### src/rtl/cbrt_mul_unit.sv
// Sequential unit computing y = a * floor(cbrt(b)), or floor(cbrt(b)) alone when mode=1.
// Bit-serial restoring cube root (one result bit per cycle), then an LSB-first shift-add multiply.
module cbrt_mul_unit #(
    parameter int A_W   = 8,
    parameter int B_W   = 32,
    parameter int CNT_W = 8
) (
    input  logic                            CLK,
    input  logic                            RST,
    input  logic                            start,
    input  logic                            mode,
    input  logic                            abort,
    input  logic [A_W-1:0]                  a,
    input  logic [B_W-1:0]                  b,
    output logic                            busy,
    output logic                            done,
    output logic [A_W+(B_W+2)/3-1:0]        result,
    output logic [CNT_W-1:0]                done_cnt
);

    localparam int N   = (B_W + 2) / 3;
    localparam int R_W = A_W + N;
    localparam int X_W = 3 * N;
    // The trial subtrahend can exceed the 3N-bit remainder, so compare at extra width.
    localparam int T_W = 3 * N + 4;
    localparam int I_W = (N > 1) ? $clog2(N) : 1;
    localparam int C_W = $clog2(A_W + 1);

    typedef enum logic [1:0] {
        IDLE,
        ROOT,
        MUL
    } state_t;

    state_t           state_q, state_d;
    logic             mode_q, mode_d;
    logic [A_W-1:0]   a_q, a_d;
    logic [N-1:0]     y_q, y_d;
    logic [X_W-1:0]   x_q, x_d;
    logic [I_W-1:0]   i_q, i_d;
    logic [R_W-1:0]   mcand_q, mcand_d;
    logic [R_W-1:0]   acc_q, acc_d;
    logic [C_W-1:0]   bit_cnt_q, bit_cnt_d;
    logic [R_W-1:0]   result_q, result_d;
    logic             done_q, done_d;
    logic [CNT_W-1:0] done_cnt_q, done_cnt_d;

    logic [N-1:0]     y2;
    logic [T_W-1:0]   term;
    logic [T_W-1:0]   t;
    logic [T_W-1:0]   x_ext;
    logic [N-1:0]     y_step;
    logic [X_W-1:0]   x_step;
    logic [R_W-1:0]   partial;
    logic [R_W-1:0]   acc_sum;

    always_comb begin
        y2     = y_q << 1;
        term   = T_W'(3) * T_W'(y2) * (T_W'(y2) + T_W'(1)) + T_W'(1);
        t      = term << (T_W'(i_q) * T_W'(3));
        x_ext  = T_W'(x_q);
        y_step = y2;
        x_step = x_q;
        if (x_ext >= t) begin
            x_step = X_W'(x_ext - t);
            y_step = y2 | N'(1);
        end
        partial = a_q[0] ? mcand_q : '0;
        acc_sum = acc_q + partial;
    end

    always_comb begin
        state_d    = state_q;
        mode_d     = mode_q;
        a_d        = a_q;
        y_d        = y_q;
        x_d        = x_q;
        i_d        = i_q;
        mcand_d    = mcand_q;
        acc_d      = acc_q;
        bit_cnt_d  = bit_cnt_q;
        result_d   = result_q;
        done_d     = 1'b0;
        done_cnt_d = done_cnt_q;

        case (state_q)
            IDLE: begin
                if (start) begin
                    mode_d  = mode;
                    a_d     = a;
                    y_d     = '0;
                    x_d     = X_W'(b);
                    i_d     = I_W'(N - 1);
                    state_d = ROOT;
                end
            end
            ROOT: begin
                if (abort) begin
                    state_d = IDLE;
                end else begin
                    x_d = x_step;
                    y_d = y_step;
                    i_d = i_q - I_W'(1);
                    if (i_q == '0) begin
                        if (mode_q) begin
                            result_d   = R_W'(y_step);
                            done_d     = 1'b1;
                            done_cnt_d = done_cnt_q + CNT_W'(1);
                            state_d    = IDLE;
                        end else begin
                            mcand_d   = R_W'(y_step);
                            acc_d     = '0;
                            bit_cnt_d = '0;
                            state_d   = MUL;
                        end
                    end
                end
            end
            MUL: begin
                if (abort) begin
                    state_d = IDLE;
                end else begin
                    acc_d     = acc_sum;
                    a_d       = a_q >> 1;
                    mcand_d   = mcand_q << 1;
                    bit_cnt_d = bit_cnt_q + C_W'(1);
                    if (bit_cnt_q == C_W'(A_W - 1)) begin
                        result_d   = acc_sum;
                        done_d     = 1'b1;
                        done_cnt_d = done_cnt_q + CNT_W'(1);
                        state_d    = IDLE;
                    end
                end
            end
            default: state_d = IDLE;
        endcase
    end

    always_ff @(posedge CLK or posedge RST) begin
        if (RST) begin
            state_q    <= IDLE;
            mode_q     <= 1'b0;
            a_q        <= '0;
            y_q        <= '0;
            x_q        <= '0;
            i_q        <= '0;
            mcand_q    <= '0;
            acc_q      <= '0;
            bit_cnt_q  <= '0;
            result_q   <= '0;
            done_q     <= 1'b0;
            done_cnt_q <= '0;
        end else begin
            state_q    <= state_d;
            mode_q     <= mode_d;
            a_q        <= a_d;
            y_q        <= y_d;
            x_q        <= x_d;
            i_q        <= i_d;
            mcand_q    <= mcand_d;
            acc_q      <= acc_d;
            bit_cnt_q  <= bit_cnt_d;
            result_q   <= result_d;
            done_q     <= done_d;
            done_cnt_q <= done_cnt_d;
        end
    end

    assign busy     = (state_q != IDLE);
    assign done     = done_q;
    assign result   = result_q;
    assign done_cnt = done_cnt_q;

endmodule

### config.mk
export PLATFORM = sky130hd
export DESIGN_NAME = cbrt_mul_unit
export DESIGN_NICKNAME = d
export VERILOG_FILES = /design/src/rtl/cbrt_mul_unit.sv
export SDC_FILE = /design/constraint.sdc
export NUM_CORES = 1
export LEC_CHECK = 0
export ABC_CLOCK_PERIOD_IN_PS = 13800
export CAP_MARGIN = 0
export CORE_ASPECT_RATIO = 0.6
export CORE_MARGIN = 4
export CORE_UTILIZATION = 60
export CTS_BUF_LIST = sky130_fd_sc_hd__clkbuf_16
export CTS_CLUSTER_DIAMETER = 200
export DETAILED_ROUTE_END_ITERATION = 8
export PLACE_DENSITY_LB_ADDON = 0.08
export SLEW_MARGIN = 10
export SYNTH_ARGS = -nofsm -noshare
export SYNTH_HDL_FRONTEND = slang
export SYNTH_SLANG_ARGS = --single-unit
### constraint.sdc
create_clock -name CLK -period 13.8 [get_ports CLK]
set_clock_uncertainty 0.15 [all_clocks]
set_input_delay 4.14 -clock CLK [delete_from_list [all_inputs] [get_ports CLK]]
set_output_delay 4.14 -clock CLK [all_outputs]
set_load 0.005 [all_outputs]
==> run summary <==
===============================================================================
Slowest cell on the critical path                                         or4_1
Detailed-route vias per instance                                           6.24
Leakage Power                                                           7.96 nW
Power share of the sequential group                                       16.2%
Synthesized cell area                                              15,500 sq um
Antenna diodes                                                                0
Total grt overflow                                                            0
Count of input and output buffers                                            73
Run status                                                         finished clean
Remaining antenna violation count                                             0
Proportion of synthesized chip area in sequential cells                   20.7%
Number of storage elements in the synthesis netlist                         128
Dpl cell area                                                      16,400 sq um
1st-pass router iterations                                                    6
Overall Global Routing Usage                                              31.2%
Type of the worst min-delay path                                   flip-flop to flip-flop
Avg WL per Cell                                                         20.0 um
Non-Filler Cell Area, Final                                        17,000 sq um
Unrepaired setup endpoints after global routing                           false
Root Buffer Master                                                    clkbuf_16
Width of the chip                                                        215 um
Fin util                                                                  67.1%
Number of buffers created by CTS                                             17
Count of cell types in the netlist                                           84
CP endpoint kind                                                      flip-flop
Starting Density                                                          61.0%
Max-slew violation count                                                      0
Max Cap Violations                                                            0
Maximum root-to-sink buffer count                                             2
Cell count after synthesis                                                1,848
Crit path largest cell delay                                            0.74 ns
Post-synth top cells                                               242 x nand2_1, 159 x inv_1, 147 x ha_1
Hold Violations, Final                                                        0
Simple-gate area share of the yosys netlist                               18.5%
Vert. Die Dim                                                            132 um
Clock sink count                                                            128
Leading area contributor after synthesis                                dfrtp_1
Number of top-level pins                                                     74
Hold_buf cts                                                                  0
Post-synth ARST share                                                      100%
Pin count of the biggest net entering global routing                         85
Count of unresolved DRC violations after routing                              0
Level count of the clock H-tree                                               4
Type of the worst setup path                                       flip-flop to flip-flop
Number of DRC markers after the initial detailed-route iteration          1,507
Clk slew on worst S/H paths                                             0.06 ns
Per-instance average area after synthesis                            8.37 sq um
# setup viols final                                                           0
Headroom to the max-slew limit                                            27.7%
Net Sw Frac                                                               49.6%
DIE AREA                                                           28,500 sq um
Post-Place Setup Slack                                                 0.837 ns
Share of cells above drive strength 1                                     7.29%
Vias in the first global route                                           12,956
Synth Area in Compound Gates                                              19.7%
Ratio of total power to cell area                                   242 nW/um^2
Pwr Total                                                             0.00411 W
Post-detail-place hpwl                                                  34.2 mm
Post-CTS Setup Bufs                                                           0
Final clock period utilization by the worst path                          94.3%
Net count after synthesis                                                 2,133
Most frequently used flop master after synthesis                        dfrtp_1
Largest delay share family, worst path                             compound AO/OA/AOI/OAI gates
Final period demand of the worst path                                  13.01 ns
Final-layout setup total negative slack                                    0 ns
Antenna violations before repair                                              0
Most repeated cell in the gate-level netlist after synthesis            nand2_1
Yosys warning count                                                           0
Clock latency at the later pin of the worst-skew pair                   0.43 ns
Largest family of logic cells by synthesized area                   adder cells
Worst endpoint data arrival time                                       13.17 ns
Count of vias placed by the detailed router                              13,778
Cells taking the most area after synthesis                         dfrtp_1 21%, fa_1 12%, ha_1 12%
Synth-to-Final Area Change                                                9.96%
Net count, final                                                          2,152
Drt total wl                                                            44.2 mm
Mux share of post-synthesis cell area                                     6.47%
Maximum vdd ir drop                                                    0.204 mV
First-pass GRT wire length                                              71.7 mm
Crit-path max FO                                                             15
Final weighted congestion in routability-driven placement                  1.00
Number of enable flip-flop cells after synthesis                              0
Transition time at the pin with the least slew margin                   1.07 ns
Row cnt                                                                      45
Power Internal                                                        0.00207 W
Proportion of power drawn by combinational gates                          72.7%
Most common cell type on the critical path                                 fa_1
Slack of the critical path                                             0.793 ns
Post-Synth XOR/XNOR Area                                                  4.13%
Crit path buf inv count                                                       1
Part of the power in the clock network                                    11.1%
TritonCTS clock tree                                                       done
Share of the synthesized area in the top cell type                        20.7%
Switching power summed over all nets                                  0.00204 W
Placeable core area                                                25,300 sq um
Highest attainable clock frequency                                   0.0769 GHz
Post-synthesis adder-cell area fraction                                   23.9%
Critical path data required time                                       13.97 ns
Crit start category                                                   flip-flop
===============================================================================
-- metal layers --
metal	share of wire, %	vias up	track usage (%)
met3	11	48	9.79
met4	1.0	0	4.68
li1	-	6478	-
met2	39	649	42.0
met5	0	-	0
met1	48	6603	49.6
-- layout by cell type, fill, tap and decap left out, drive strengths merged, types with 48 or more instances in the layout --
cell           synthesis  routed
a21oi                 94      94
and2                  54      54
clkdlybuf4s50          0      73
dfrtp                128     128
fa                    93      93
ha                   147     147
inv                  159     162
mux2                  52      52
nand2                242     242
nor2                 126     126
o21ai                126     126
xnor2                 48      48
-- state kept, by name, indices dropped and copies added, names as in the netlist --
register   cells
a_q            8
acc_q         19
bit_cnt_q      4
done           1
done_cnt       8
i_q            4
mcand_q       19
mode_q         1
result        19
state_q        2
x_q           33
y_q           10
-- cells by family after synthesis --
logic type | after synthesis
simple gates | 609
xor+xnor | 73
buf+inv | 256
compound gates | 461
flops | 128
mux | 81
fa+ha+maj | 240
-- power by group through the flow --
stage	clock network (W)	logic (W)	registers [W]
global placement	0	0.00287	0.000663
global route	0.000478	0.00328	0.000690
floorplan	0	0.00226	0.000626
detailed placement	0	0.00290	0.000668
finish	0.000455	0.00299	0.000668
CTS	0.000459	0.00293	0.000666
-- through the flow --
step	instances	hold WS [ns]
final	2209	0.327
after global routing	2209	0.366
after CTS	2209	0.334
after detailed placement	2177	0.320
after global placement	2177	0.310
after floorplan	1848	0.300
-- tightest hold or removal path, cell delays in order (launching register included) --
cell and delay, ns:
dfrtp_1 0.34, nand2_1 0.04, o21ai_0 0.06
-- timing repair --
action,CTS,global route
hold endpoints to repair,0,0
resized for setup,0,2
endpoints found under the setup margin,0,21
-- worst paths after layout --
path / startpoint / endpoint / slack, ns / cells past startpoint
max: y_q[1] / x_q[5] / 0.79 / 40
min: result[14] / result[14] / 0.33 / 2
max reg2reg: y_q[1] / x_q[5] / 0.79 / 40
min reg2reg: result[14] / result[14] / 0.33 / 2
max in group asynchronous: RST / result[8] / 8.14 / 3
min in group asynchronous: RST / x_q[7] / 3.99 / 2
-- area by class of cell --
type                            count  area (sq um)
Multi-Input combinational cell   1464         11300
Fill cell                        2083          8330
Sequential cell                   128          3200
Timing Repair Buffer               96           903
Inverter                          160           606
Clock buffer                       17           425
Tap cell                          329           412
Clock inverter                     15           161
(Power assumes the default switching activity.)
